--- src/rtl/led_frame_sched_pkg.sv ---
// Shared types and helpers for the LED frame scheduler.
// Builds the per-LED 32-bit word that the serial PHY transmits.
package led_pkg;

  typedef enum logic [1:0] {
    IDLE,
    ARM,
    ISSUE,
    GUARD
  } sched_state_t;

  localparam logic [2:0] LED_HDR = 3'b111;

  function automatic logic [31:0] pack_led(input logic [4:0] bright,
                                           input logic [7:0] b,
                                           input logic [7:0] g,
                                           input logic [7:0] r);
    return {LED_HDR, bright, b, g, r};
  endfunction

endpackage

--- src/rtl/led_frame_sched_if.sv ---
// Writer-side bus of the scheduler: host register port plus animation frame port.
// The master drives requests and data, and the slave (the scheduler) returns the grants.
interface led_frame_sched_if #(
  parameter int unsigned LED_NUM = 4
) ();
  import led_pkg::*;

  localparam int unsigned IDX_W = (LED_NUM > 1) ? $clog2(LED_NUM) : 1;

  logic                   host_req;
  logic [IDX_W-1:0]       host_idx;
  logic [23:0]            host_color;
  logic [4:0]             host_bright;
  logic                   host_ack;

  logic                   anim_valid;
  logic [LED_NUM*24-1:0]  anim_frame;
  logic                   anim_ready;
  logic [4:0]             global_bright;

  modport master (
    output host_req, host_idx, host_color, host_bright,
    output anim_valid, anim_frame, global_bright,
    input  host_ack, anim_ready
  );

  modport slave (
    input  host_req, host_idx, host_color, host_bright,
    input  anim_valid, anim_frame, global_bright,
    output host_ack, anim_ready
  );

endinterface

--- src/rtl/led_frame_sched_arb.sv ---
// Two-requester round-robin arbiter; req[0] is host, req[1] is anim.
// The pointer moves only on contested cycles, so a lone grant does not change who wins the next tie.
module led_rr_arb2 (
  input  logic       clk,
  input  logic       rst,
  input  logic [1:0] req,
  input  logic       en,
  output logic [1:0] gnt
);

  logic last_q, last_d;

  always_comb begin
    gnt = '0;
    if (en) begin
      if (req == 2'b11) begin
        gnt = last_q ? 2'b01 : 2'b10;
      end else begin
        gnt = req;
      end
    end
  end

  always_comb begin
    last_d = last_q;
    if (en && (req == 2'b11)) begin
      last_d = gnt[1];
    end
  end

  always_ff @(posedge clk) begin
    if (rst) begin
      last_q <= 1'b1;
    end else begin
      last_q <= last_d;
    end
  end

endmodule

--- src/rtl/led_frame_sched.sv ---
// Frame scheduler in front of the LED serial PHY: shared colour buffer,
// refresh/force triggered sends and a guard interval between PHY strobes.
module led_frame_sched
  import led_pkg::*;
#(
  parameter int unsigned LED_NUM     = 4,
  parameter int unsigned REFRESH_CNT = 150000,
  parameter int unsigned GUARD_CNT   = 2200
) (
  input  logic                  clk,
  input  logic                  rst,
  led_frame_sched_if.slave      bus,
  input  logic                  force_refresh,
  output logic                  phy_enable,
  output logic [LED_NUM*32-1:0] phy_data,
  output logic                  busy,
  output logic [15:0]           frame_cnt
);

  localparam int unsigned IDX_W = (LED_NUM > 1) ? $clog2(LED_NUM) : 1;
  localparam int unsigned TMR_W = $clog2(REFRESH_CNT + 1);
  localparam int unsigned GRD_W = $clog2(GUARD_CNT + 1);
  localparam logic [TMR_W-1:0] TMR_LAST = TMR_W'(REFRESH_CNT - 1);
  localparam logic [GRD_W-1:0] GRD_LAST = GRD_W'(GUARD_CNT - 1);

  sched_state_t          state_q, state_d;
  logic                  busy_q;
  logic [TMR_W-1:0]      tmr_q, tmr_d;
  logic                  refresh_pend_q, refresh_pend_d;
  logic                  force_pend_q, force_pend_d;
  logic                  dirty_q, dirty_d;
  logic [GRD_W-1:0]      guard_q, guard_d;
  logic [15:0]           frame_cnt_q, frame_cnt_d;
  logic [LED_NUM*32-1:0] phy_data_q, phy_data_d;
  logic [23:0]           color_q  [LED_NUM];
  logic [4:0]            bright_q [LED_NUM];

  logic       wr_en, idx_ok, host_hit, anim_hit, refresh_tick, refresh_now, force_now;
  logic [1:0] gnt;

  assign wr_en = !rst && (state_q != ARM);

  led_rr_arb2 u_arb (
    .clk (clk),
    .rst (rst),
    .req ({bus.anim_valid, bus.host_req}),
    .en  (wr_en),
    .gnt (gnt)
  );

  assign bus.host_ack   = gnt[0];
  assign bus.anim_ready = gnt[1];

  if ((2 ** IDX_W) != LED_NUM) begin : g_idx_chk
    assign idx_ok = (32'(bus.host_idx) < LED_NUM);
  end else begin : g_idx_all
    assign idx_ok = 1'b1;
  end

  assign host_hit     = gnt[0] && idx_ok;
  assign anim_hit     = gnt[1];
  assign refresh_tick = (tmr_q == TMR_LAST);
  assign refresh_now  = refresh_pend_q || refresh_tick;
  assign force_now    = force_pend_q || force_refresh;

  always_ff @(posedge clk) begin
    if (rst) begin
      state_q <= IDLE;
    end else begin
      state_q <= state_d;
    end
  end

  always_comb begin
    state_d = state_q;
    unique case (state_q)
      IDLE:    if ((refresh_now && dirty_q) || force_now) state_d = ARM;
      ARM:     state_d = ISSUE;
      ISSUE:   state_d = GUARD;
      GUARD:   if (guard_q == GRD_LAST) state_d = IDLE;
      default: state_d = IDLE;
    endcase
  end

  // Guard count starts at 0 in the ISSUE cycle, so strobes are GUARD_CNT+2 apart.
  always_comb begin
    phy_enable  = (state_q == ISSUE);
    frame_cnt_d = (state_q == ISSUE) ? frame_cnt_q + 16'd1 : frame_cnt_q;
    guard_d     = guard_q;
    phy_data_d  = phy_data_q;
    if (state_q == ARM) begin
      guard_d = '0;
      for (int unsigned i = 0; i < LED_NUM; i++) begin
        phy_data_d[(LED_NUM-1-i)*32 +: 32] = pack_led(bright_q[i], color_q[i][23:16],
                                                      color_q[i][15:8], color_q[i][7:0]);
      end
    end else if ((state_q == ISSUE) || (state_q == GUARD)) begin
      guard_d = guard_q + 1'b1;
    end
  end

  // A set arriving in the ARM cycle outlives the clear and triggers the next send.
  always_comb begin
    tmr_d          = refresh_tick ? '0 : tmr_q + 1'b1;
    refresh_pend_d = (refresh_pend_q && (state_q != ARM)) || refresh_tick;
    force_pend_d   = (force_pend_q && (state_q != ARM)) || force_refresh;
    dirty_d        = (dirty_q && (state_q != ARM)) || host_hit || anim_hit;
  end

  always_ff @(posedge clk) begin
    if (rst) begin
      busy_q         <= 1'b0;
      tmr_q          <= '0;
      refresh_pend_q <= 1'b0;
      force_pend_q   <= 1'b0;
      dirty_q        <= 1'b1;
      guard_q        <= '0;
      frame_cnt_q    <= '0;
      phy_data_q     <= '0;
    end else begin
      busy_q         <= (state_d != IDLE);
      tmr_q          <= tmr_d;
      refresh_pend_q <= refresh_pend_d;
      force_pend_q   <= force_pend_d;
      dirty_q        <= dirty_d;
      guard_q        <= guard_d;
      frame_cnt_q    <= frame_cnt_d;
      phy_data_q     <= phy_data_d;
    end
  end

  always_ff @(posedge clk) begin
    if (rst) begin
      for (int unsigned i = 0; i < LED_NUM; i++) begin
        color_q[i]  <= '0;
        bright_q[i] <= '0;
      end
    end else if (anim_hit) begin
      for (int unsigned i = 0; i < LED_NUM; i++) begin
        color_q[i]  <= bus.anim_frame[(LED_NUM-1-i)*24 +: 24];
        bright_q[i] <= bus.global_bright;
      end
    end else if (host_hit) begin
      color_q[bus.host_idx]  <= bus.host_color;
      bright_q[bus.host_idx] <= bus.host_bright;
    end
  end

  assign phy_data  = phy_data_q;
  assign busy      = busy_q;
  assign frame_cnt = frame_cnt_q;

endmodule

--- src/flat_wrapper.sv ---
// flat-port wrapper written by rule: the top's interface ports become plain ports
module led_frame_sched_flat import led_pkg::*;
#(
  parameter int unsigned LED_NUM     = 4,
  parameter int unsigned REFRESH_CNT = 150000,
  parameter int unsigned GUARD_CNT   = 2200
)
  (clk, rst, force_refresh, phy_enable, phy_data, busy, frame_cnt, bus_host_req, bus_host_idx, bus_host_color, bus_host_bright, bus_anim_valid, bus_anim_frame, bus_global_bright, bus_host_ack, bus_anim_ready);
  led_frame_sched_if #(.LED_NUM(LED_NUM)) bus_i ();
  input  logic clk;
  input  logic rst;
  input  logic force_refresh;
  output logic phy_enable;
  output logic [LED_NUM*32-1:0] phy_data;
  output logic busy;
  output logic [15:0] frame_cnt;
  input wire logic [$bits(bus_i.host_req)-1:0] bus_host_req;
  input wire logic [$bits(bus_i.host_idx)-1:0] bus_host_idx;
  input wire logic [$bits(bus_i.host_color)-1:0] bus_host_color;
  input wire logic [$bits(bus_i.host_bright)-1:0] bus_host_bright;
  input wire logic [$bits(bus_i.anim_valid)-1:0] bus_anim_valid;
  input wire logic [$bits(bus_i.anim_frame)-1:0] bus_anim_frame;
  input wire logic [$bits(bus_i.global_bright)-1:0] bus_global_bright;
  output wire logic [$bits(bus_i.host_ack)-1:0] bus_host_ack;
  output wire logic [$bits(bus_i.anim_ready)-1:0] bus_anim_ready;
  assign bus_i.host_req = bus_host_req;
  assign bus_i.host_idx = bus_host_idx;
  assign bus_i.host_color = bus_host_color;
  assign bus_i.host_bright = bus_host_bright;
  assign bus_i.anim_valid = bus_anim_valid;
  assign bus_i.anim_frame = bus_anim_frame;
  assign bus_i.global_bright = bus_global_bright;
  assign bus_host_ack = bus_i.host_ack;
  assign bus_anim_ready = bus_i.anim_ready;
  led_frame_sched #(.LED_NUM(LED_NUM), .REFRESH_CNT(REFRESH_CNT), .GUARD_CNT(GUARD_CNT)) u_core (.clk(clk), .rst(rst), .bus(bus_i), .force_refresh(force_refresh), .phy_enable(phy_enable), .phy_data(phy_data), .busy(busy), .frame_cnt(frame_cnt));
endmodule
--- config.mk ---
export PLATFORM = sky130hd
export DESIGN_NAME = led_frame_sched_flat
export DESIGN_NICKNAME = d
export VERILOG_FILES = /design/src/rtl/led_frame_sched_pkg.sv /design/src/rtl/led_frame_sched_if.sv /design/src/rtl/led_frame_sched_arb.sv /design/src/rtl/led_frame_sched.sv /design/src/flat_wrapper.sv
export SDC_FILE = /design/constraint.sdc
export NUM_CORES = 1
export LEC_CHECK = 0
export ABC_AREA = 0
export BUFFER_PORTS_ARGS = -buffer_cell sky130_fd_sc_hd__buf_2
export CAP_MARGIN = 10
export CORE_MARGIN = 2
export CORE_UTILIZATION = 40
export DETAILED_ROUTE_END_ITERATION = 10
export HOLD_SLACK_MARGIN = 0.08
export PLACE_DENSITY = 0.7
export SLEW_MARGIN = 10
export SYNTH_ARGS = -nofsm -noshare
export SYNTH_HDL_FRONTEND = slang
export SYNTH_SLANG_ARGS = --single-unit
--- constraint.sdc ---
create_clock -name clk -period 3.9 [get_ports clk]
set_input_delay 0.39 -clock clk [delete_from_list [all_inputs] [get_ports clk]]
set_output_delay 0.39 -clock clk [all_outputs]
set_load 0.02 [all_outputs]
==> Yosys cells after proc, flatten, opt, wreduce, memory -nomap -nowiden <==
Memories as Yosys holds them, arrays and structs flattened. A register that Yosys moved wholly into a read port is not among the register bits.
Index checks and enable logic that the tools add are counted.
{ "totals": {"register_bits": 179, "ram_bits": 116, "in_bits": 137, "out_inout_bits": 148, "wordCells": 80, "n_memories": 2} }
{ "memory_table": {"columns": ["memory", "depth", "word_bits", "rd", "rd_ports_with_merged_regs", "write_ports", "line", "rtl"], "rows": [
  ["u_core.color_q", 4, 24, 4, 4, 4, "led_frame_sched.sv:35", "logic [23:0] color_q [LED_NUM];"],
  ["u_core.bright_q", 4, 5, 4, 4, 4, "led_frame_sched.sv:36", "logic [4:0] bright_q [LED_NUM];"]
]} }
{ "classes": {"add_sub_neg": 3, "n_eq_ne": 7, "muxes": 29, "bitwise": 8, "reduce_logical": 21} }
{ "op_table": {"columns": ["op", "n"], "rows": [
  ["two-way mux 24 bit", 5],
  ["two-way mux 5 bit", 5],
  ["OR reduction 24 bit", 1],
  ["adder 18 x 1 -> 18 bit (second input constant)", 1],
  ["== test 18 bit (second input constant)", 1],
  ["adder 16 x 1 -> 16 bit (second input constant)", 1],
  ["two-way mux 2 bit", 7],
  ["adder 12 x 1 -> 12 bit (second input constant)", 1],
  ["== test 12 bit (second input constant)", 1],
  ["two-way mux 1 bit", 11],
  ["logical OR 1 bit", 8],
  ["bitwise OR 1 bit", 8],
  ["one-hot mux 2 bit (4 select lines)", 1],
  ["== test 2 bit (second input constant)", 3],
  ["logical AND 1 bit", 6],
  ["OR reduction 5 bit", 1],
  ["OR reduction 2 bit", 2],
  ["== test 2 x 1 -> 1 bit (second input constant)", 1],
  ["logical NOT 2 bit", 1],
  ["inequality test 2 x 1 -> 1 bit (second input constant)", 1],
  ["nonzero test 2 bit", 1],
  ["logical NOT 1 bit", 1]
]} }

==> Depth between registers and ports, before layout <==
Gate-level depths: netlist of run 1.
{ "depth": {"depth_word": 9, "ltp_mapped": 8, "ltp_nobuf": 5} }

==> Cells and area by module <==
A second synthesis of run 1 with hierarchy kept.
{ "hier_totals": {"hier_cells": 1056, "area_unflattened_um2": 11093.1} }
{ "modules_own_cells": {"columns": ["mod", "instances", "cells_each", "area_each_um2"], "rows": [
  ["led_frame_sched", 1, 1047, 11029.3],
  ["led_rr_arb2", 1, 9, 63.8]
]} }

==> Worst setup path after synthesis of run 1 <==
OpenSTA, ideal clock, no wires.
{ "synth_path": {"kind": "reg-to-reg", "startpoint": "reg u_core.state_q[1]", "endpoint": "mem u_core.bright_q[3][0] (enable)", "setup_ns": 0.387, "arrival_ns": 2.100, "required_time_ns": 3.513, "slack_ns": 1.414, "path_stages_with_launch": 7, "n_path_buf": 1, "synth_period_minus_slack_ns": 2.486, "cell_sequence": "dfxtp_1 nand2b_1 nand4b_1 inv_1 and3_1 clkbuf_1 or3_1"} }
{ "synth_rtl": {"columns": ["item", "line", "rtl"], "rows": [
  ["from (decl)", "led_frame_sched.sv:26", "sched_state_t state_q, state_d;"],
  ["from (signal assigned)", "led_frame_sched.sv:70", "state_q <= state_d;"],
  ["to (decl)", "led_frame_sched.sv:36", null]
]} }

==> Worst setup path after layout of run 1 <==
{ "layout_path": {"startpoint": "reg u_core.state_q[1]", "endpoint": "out bus_anim_ready"} }
{ "layout_between": {"elab_chain_cells": 3} }
{ "layout_lines": {"columns": ["item", "line", "rtl"], "rows": [
  ["inequality test 2 x 1 -> 1 bit", "led_frame_sched.sv:41", "assign wr_en = !rst && (state_q != ARM);"],
  ["logical AND 1 bit", "led_frame_sched.sv:41", null],
  ["two-way mux 2 bit", "led_frame_sched_arb.sv:15", "if (en) begin"],
  ["to (decl)", "flat_wrapper.sv:25", "output wire logic [$bits(bus_i.anim_ready)-1:0] bus_anim_ready;"]
]} }
Every way passes these cells.

==> results of run 1 <==
[cell type report]
type                            instances  area, um^2
Sequential cell                       286        6887
Clock buffer                           44       853.3
Timing Repair Buffer                  300        1560
Tap cell                              341       426.7
Multi-Input combinational cell        671        3775
Antenna cell                            7       17.52
Fill cell                            2491       13310
Clock inverter                         12       182.7
Inverter                                5       18.77
[power by group]
| part | switching [mW] | leakage (nW) | internal [mW] |
|---|---|---|---|
| combinational | 0.680 | 2.51 | 0.309 |
| sequential | 0.112 | 2.60 | 3.37 |
| clock | 1.18 | 0.496 | 1.78 |
| total | 1.97 | 5.61 | 5.46 |
[worst reg2reg max path, stage by stage (launching register included)]
cell,delay [ns]
dfxtp_1,0.67
nand2b_4,0.39
nand2b_1,0.36
nor2_4,0.30
or3_1,0.37
buf_4,0.39
[timing repair]
item,in CTS,in global routing
endpoints found under the setup margin,0,1
endpoints found under the hold margin,0,0
resized for setup,0,1
setup buffers,0,0
[layout by cell type (no fill, tap or decap), types with 9 or more instances in the layout]
cell type  instances
or3_1             11
nand2_1          248
xor2_1            19
buf_2            283
nand3_1           13
buf_4             15
a22o_1           116
clkbuf_16         30
clkbuf_1           9
a21oi_1          129
xnor2_1           13
edfxtp_1         116
o21ai_0            9
dfxtp_1          170
nand4_1           12
nor2_1            42
[how the worst max path moves through the flow]
stage	to	cells past startpoint
floorplan	u_core.bright_q[3][0]$_DFFE_PP_	6
global placement	bus_anim_ready	5
detailed placement	bus_anim_ready	5
CTS	bus_anim_ready	5
global route	bus_anim_ready	5
finish	bus_anim_ready	5
[routing by layer]
| layer | vias to the layer above | share of wire (%) |
|---|---|---|
| met3 | 64 | 7.7 |
| met4 | 4 | 3.3 |
| met5 | - | 0.071 |
| li1 | 4225 | - |
| met2 | 330 | 48 |
| met1 | 4276 | 41 |
[state kept, by name, summed over array words and instances, names as in the netlist, 2 cells and up]
register / flops
phy_data: 116
u_core.color_q: 96
u_core.bright_q: 20
u_core.tmr_q: 18
u_core.frame_cnt: 16
u_core.guard_q: 12
u_core.state_q: 2
[synth_stat cells, types with 2 or more instances]
master      n
and3_1      4
a21oi_1   129
nor2_1     43
nor4b_1     3
and2_1      2
and4b_1     3
xnor2_1    13
dfxtp_1   170
inv_1       5
buf_4      11
and4_1      3
edfxtp_1  116
xor2_1     19
buf_1       3
buf_2      19
o21ai_0     9
nor3b_1     2
nand3_1    13
a22o_1    116
nor4_1      2
nand4b_1    2
or3_1      12
clkbuf_1   53
ha_1        3
or4_1       4
o31ai_1     3
nand2b_1    4
mux2i_1     2
nand2_1   248
nand4_1    12
nor2b_1     2
nor3_1      7
[kinds of logic after synthesis]
family                     count (synthesis)  share of synthesized area, %
AOI/OAI and AO/OA                        264                         16.15
DFF                                      286                         62.44
and+or+nand+nor                          370                         14.66
xor gates and xnor gates                  32                         2.541
muxes                                      2                        0.1815
buffers and inverters                     91                         3.687
adders and majority gates                  3                        0.3404
[through the flow]
step	instances	instance area [um^2]
finish	1666	13720
CTS	1659	13700
detailed placement	1603	12660
floorplan	1048	11030
global route	1664	13720
global placement	1603	12660
==> metrics.csv, run 1 <==
metric,value,unit
cts_root_buf,clkbuf_16,
fin_crit_sh,89.79,%
powerDensity,541.6,nW/um^2
min_path_type,primary input to flop,
final_util,50.77,%
io_buffers,284,
syn-num-nets,1188,
whs,0.1259,ns
io-pin-count,285,
synth_edf_count,116,
numCtsBuffers,30,
clkTransAtPathRegs,0.06,ns
htree_levels,1,
drt-vias-per-instance,5.342,
syn_area,11030,um^2
r2r_setup_slack,1.10,ns
setup-tns-final,0,ns
hold_depth,2,
grt_pass1_wl,47930,um
crit_fanout,81,
path_delay_family,simple AND/OR/NAND/NOR gates,
synth_area_leader_cell,edfxtp_1,
clockBufferDepth,3,
gp_congestion,0.8377,
die-area,28920,um^2
critical_path_arrival,3.11,ns
grt_pass1_vias,8569,
worst-path-buf-inv,2,
die_x,170.1,um
areaGrowthSynthToFinish,24.40,%
fmax,285.6,MHz
maxCapViolations,0,
synthCells,1048,
reg2reg_to,u_core.color_q[0][21]$_DFFE_PP_,
clk_latency,0.56,ns
dp_slack,0.7810,ns
worst-setup-path-type,flop to output pin,
grt_antenna_before_repair,8,
routedWlPerCell,19.36,um
overflow,0,
drive_gt1_share,27.16,%
synth_seq_area_share,62.44,%
post-route-drc-count,0,
path_cells,nand2b_4 -> nand2b_1 -> nor2_4 -> buf_6 -> buf_2,
slew-limit-headroom,21.32,%
ir_worst_vdd,0.3839,mV
layout.nets,1434,
avgSynthCellArea,10.52,um^2
end_kind,output pin,
setup_violations,0,
drt_first_pass_iters,6,
max_stage_delay,0.67,ns
holdCritStartpoint,bus_anim_frame[85],
worst_clock_skew,0.01999,ns
power.total,7.431,mW
worstPathRequired,3.51,ns
synth_top_area_share,31.58,%
clock-sinks,286,
reg2reg_depth,5,
setup_slack,0.3984,ns
wirelength,32260,um
hold_path_end,u_core.color_q[0][13]$_DFFE_PP_,
coreArea,27030,um^2
cts_tree,yes,
start_util,40.81,%
drtAntennaViolNets,0,
finalHoldViolCount,0,
cpMaxStageDelayCell,dfxtp_1,
vias,8899,
cp-startpoint,u_core.state_q[1]$_SDFF_PP0_,
fp.dieH,170.1,um
grt_use_met2,35.56,%
yosysUniqueCellTypes,43,
setup.worst_path.start_class,flop,
yosys_most_used_dff,dfxtp_1,
outcome,"complete, no violations",
dp_hpwl,22250,um
async_flop_share,0,%
hold_buffers,0,
num_rows,60,
grt_usage,21.44,%
min_period,3.502,ns
met3_usage,4.581,%
ys.warnings.count,0,
ys_top_cells_by_area,"edfxtp_1 32%, dfxtp_1 31%, a22o_1 9.2%",
drt_iter0_markers,663,
regToRegStartpoint,u_core.state_q[1]$_SDFF_PP0_,
top_usage_layer,met2,
tightest_slew,1.180,ns
grt_use_met1,27.54,%
grt_max_degree,102,
rsz0062_at_grt,no,
power_leakage,5.609,nW
synth_seq_cells,286,
drv_slew,0,
(Power assumes the default switching activity.)
==> run 2: changes to the inputs <==
--- a/config.mk
+++ b/config.mk
@@ -16,4 +16,5 @@
 export SLEW_MARGIN = 10
 export SYNTH_ARGS = -nofsm -noshare
 export SYNTH_HDL_FRONTEND = slang
+export SYNTH_HIERARCHICAL = 1
 export SYNTH_SLANG_ARGS = --single-unit
==> run 2 against run 1 <==
  * Via count is 0.44% higher
  * Synthesized cell count up 0.76%
  * Critical endpoint is now u_core/color_q[3][9]$_DFFE_PP_
  * Core utilization rose by 0.086 points
  * Final cell count grew 2.5%
  * Register-to-register slack got worse by 0.68 ns
==> metrics.csv, run 2 <==
metric,value,unit,change
cp-startpoint,u_core/state_q[0]$_SDFF_PP0_,,
synth_top_area_share,31.40,%,-0.18 points
die-area,29080,um^2,+0.57%
post-route-drc-count,0,,unchanged
numCtsBuffers,30,,unchanged
cts_repair_resize_count,0,,unchanged
htree_levels,1,,unchanged
async_flop_share,0,%,unchanged
drv_slew,0,,unchanged
vias,8938,,+0.44%
regToRegStartpoint,u_core/state_q[0]$_SDFF_PP0_,,
yosys_most_used_dff,dfxtp_1,,
worst-setup-path-type,flop to flop,,
power_leakage,5.606,nW,about the same
ys.warnings.count,122,,+122
max_stage_delay,0.73,ns,+0.06 ns
r2r_setup_slack,0.42,ns,-0.68 ns
setup-tns-final,0,ns,unchanged
maxCapViolations,0,,unchanged
yosysMostFrequentCell,nand2_1,,
path_delay_family,simple AND/OR/NAND/NOR gates,,
fmax,287.1,MHz,+0.51%
synth_compound_area_share,15.28,%,-0.87 points
worst_clock_skew,0.01317,ns,-0.006818 ns
grt_max_degree,119,,+17%
path_cells,nand2b_4 -> nand2b_1 -> inv_1 -> nand2_1 -> a21oi_1 -> nor2_1 -> and4_1 -> buf_4 -> nand2b_2,,
grt_antenna_before_repair,13,,+5
cp_num_cells,9,,+4
setup.worst_path.start_class,flop,,
avgSynthCellArea,10.50,um^2,-0.18%
grt_pass1_wl,47780,um,-0.30%
gp_congestion,0.8285,,-1.1%
grt_usage,21.31,%,-0.13 points
fp.dieH,170.5,um,+0.28%
syn_area,11090,um^2,+0.58%
cpMaxStageDelayCell,nand2b_2,,
ir_worst_vdd,0.3536,mV,-7.9%
io-pin-count,285,,unchanged
critical_path_arrival,3.65,ns,+0.54 ns
ys_top_cells_by_area,"edfxtp_1 31%, dfxtp_1 31%, a22o_1 9.2%",,
worst-path-buf-inv,2,,unchanged
drt_first_pass_iters,5,,-1
drt-vias-per-instance,5.233,,-2.0%
fin_crit_sh,89.33,%,-0.46 points
largest_reg_flops,117,,+0.86%
reg2reg_to,u_core/color_q[3][9]$_DFFE_PP_,,
min_period,3.484,ns,-0.01793 ns
min_path_type,primary input to flop,,
clkTransAtPathRegs,0.06,ns,about the same
tightest_slew,1.016,ns,-0.1640 ns
worstPathRequired,4.07,ns,+0.56 ns
synth_commonest_cells,"250 x nand2_1, 170 x dfxtp_1, 122 x a21oi_1",,
powerDensity,500.6,nW/um^2,-7.6%
hold_buffers,0,,unchanged
synth_seq_cells,286,,unchanged
end_kind,flop,,
layout_commonest_cell,buf_2,,
drtAntennaViolNets,0,,unchanged
final_cell_mix,"283 x buf_2, 250 x nand2_1, 170 x dfxtp_1",,
grt_pass1_vias,8321,,-2.9%
cts_root_buf,clkbuf_16,,
clock-sinks,286,,unchanged
die_x,170.5,um,+0.28%
synth-xor-area-share,3.000,%,+0.46 points
rsz0062_at_grt,no,,
drt_iter0_markers,871,,+31%
synthSimpleGateAreaFrac,14.96,%,+0.30 points
finalHoldViolCount,0,,unchanged
clk_latency,0.54,ns,-0.02 ns
crit_fanout,30,,-63%
synth_mux_area_share,0.3609,%,+0.18 points
syn-num-nets,1196,,+0.67%
synthCells,1056,,+0.76%
routedWlPerCell,18.76,um,-3.1%
outcome,"complete, no violations",,
layout.nets,1439,,+0.35%
num_rows,60,,unchanged
synth_top_family_by_area,compound AO/OA/AOI/OAI gates,,
post_cts.repair.setup_buffers,0,,unchanged
dp_hpwl,21570,um,-3.1%
reg2reg_depth,9,,+4
synth_area_leader_cell,edfxtp_1,,
start_util,40.93,%,+0.12 points
worstSetupEndpoint,u_core/color_q[3][9]$_DFFE_PP_,,
slew-limit-headroom,32.26,%,+11 points
synth_edf_count,116,,unchanged
coreArea,27100,um^2,+0.28%
overflow,0,,unchanged
yosysUniqueCellTypes,41,,-4.7%
whs,0.1053,ns,-0.02059 ns
wirelength,32040,um,-0.69%
synth_fa_ha_area_share,0.3384,%,-0.0020 points
drive_gt1_share,26.83,%,-0.33 points
areaGrowthSynthToFinish,24.24,%,
setup_violations,0,,unchanged
io_buffers,284,,unchanged
cts_tree,yes,,
clockBufferDepth,3,,unchanged
synth_seq_area_share,62.08,%,-0.36 points
## run 2: cell types whose count changed after synthesis, sizes merged, moves of 7 or more
cell and delta:
or3 -11, nor2 +9, nor4 +8, a21oi -7
o21ai -7, xnor2 +7
## run 2: worst min path at each step
stage	startpoint	endpoint	cells after the start
global placement	u_core/phy_data[41]$_SDFFE_PP0P_	u_core/phy_data[41]$_SDFFE_PP0P_	2
floorplan	u_core/tmr_q[0]$_SDFF_PP0_	u_core/tmr_q[0]$_SDFF_PP0_	1
finish	force_refresh	u_core/force_pend_q$_SDFF_PP0_	3
global route	force_refresh	u_core/force_pend_q$_SDFF_PP0_	3
detailed placement	u_core/phy_data[110]$_SDFFE_PP0P_	u_core/phy_data[110]$_SDFFE_PP0P_	2
CTS	force_refresh	u_core/force_pend_q$_SDFF_PP0_	3
## run 2: power by group
part           internal, mW  switching (mW)  total (mW)
clock                  1.75            1.13        2.89
sequential             3.28          0.0712        3.35
combinational         0.204           0.454       0.658
## run 2: cell type report
type	count	area (um^2)
Multi-Input combinational cell	675	3812
Antenna cell	13	32.53
Inverter	10	37.54
Clock buffer	48	929.6
Sequential cell	286	6887
Clock inverter	8	91.34
Fill cell	2491	13320
Tap cell	372	465.4
Timing Repair Buffer	296	1526
## run 2: worst min-delay path: stages
cell,delay (ns)
buf_2,0.11
a21oi_1,0.04
nor2_1,0.07
## run 2: per-stage QoR
step	instances	setup WS, ns	power, mW	instance area, um^2	util (%)
2_1_floorplan	1056	0.7516	3.795	11090	-
3_5_place_dp	1639	0.4299	4.079	12730	46.97
6_report	1708	0.4163	6.899	13780	50.85
3_3_place_gp	1639	0.5778	4.065	12730	46.97
5_1_grt	1705	0.1179	7.162	13770	50.83
4_1_cts	1695	0.4107	6.953	13750	50.73
## run 2: routing by layer
| metal | share of wire [%] | routed length [um] | GRT usage (%) |
|---|---|---|---|
| met1 | 40 | 12880 | 27.46 |
| met2 | 49 | 15740 | 35.40 |
| met4 | 2.6 | 825 | 8.175 |
| met3 | 8.0 | 2559 | 4.279 |
| met5 | 0.084 | 27 | 0 |
## run 2: kinds of logic after synthesis
kind of cell,count (synthesis)
DFF,286
buffers and inverters,95
and+or+nand+nor,383
xor gates and xnor gates,38
AOI/OAI and AO/OA,247
adders and majority gates,3
muxes,4
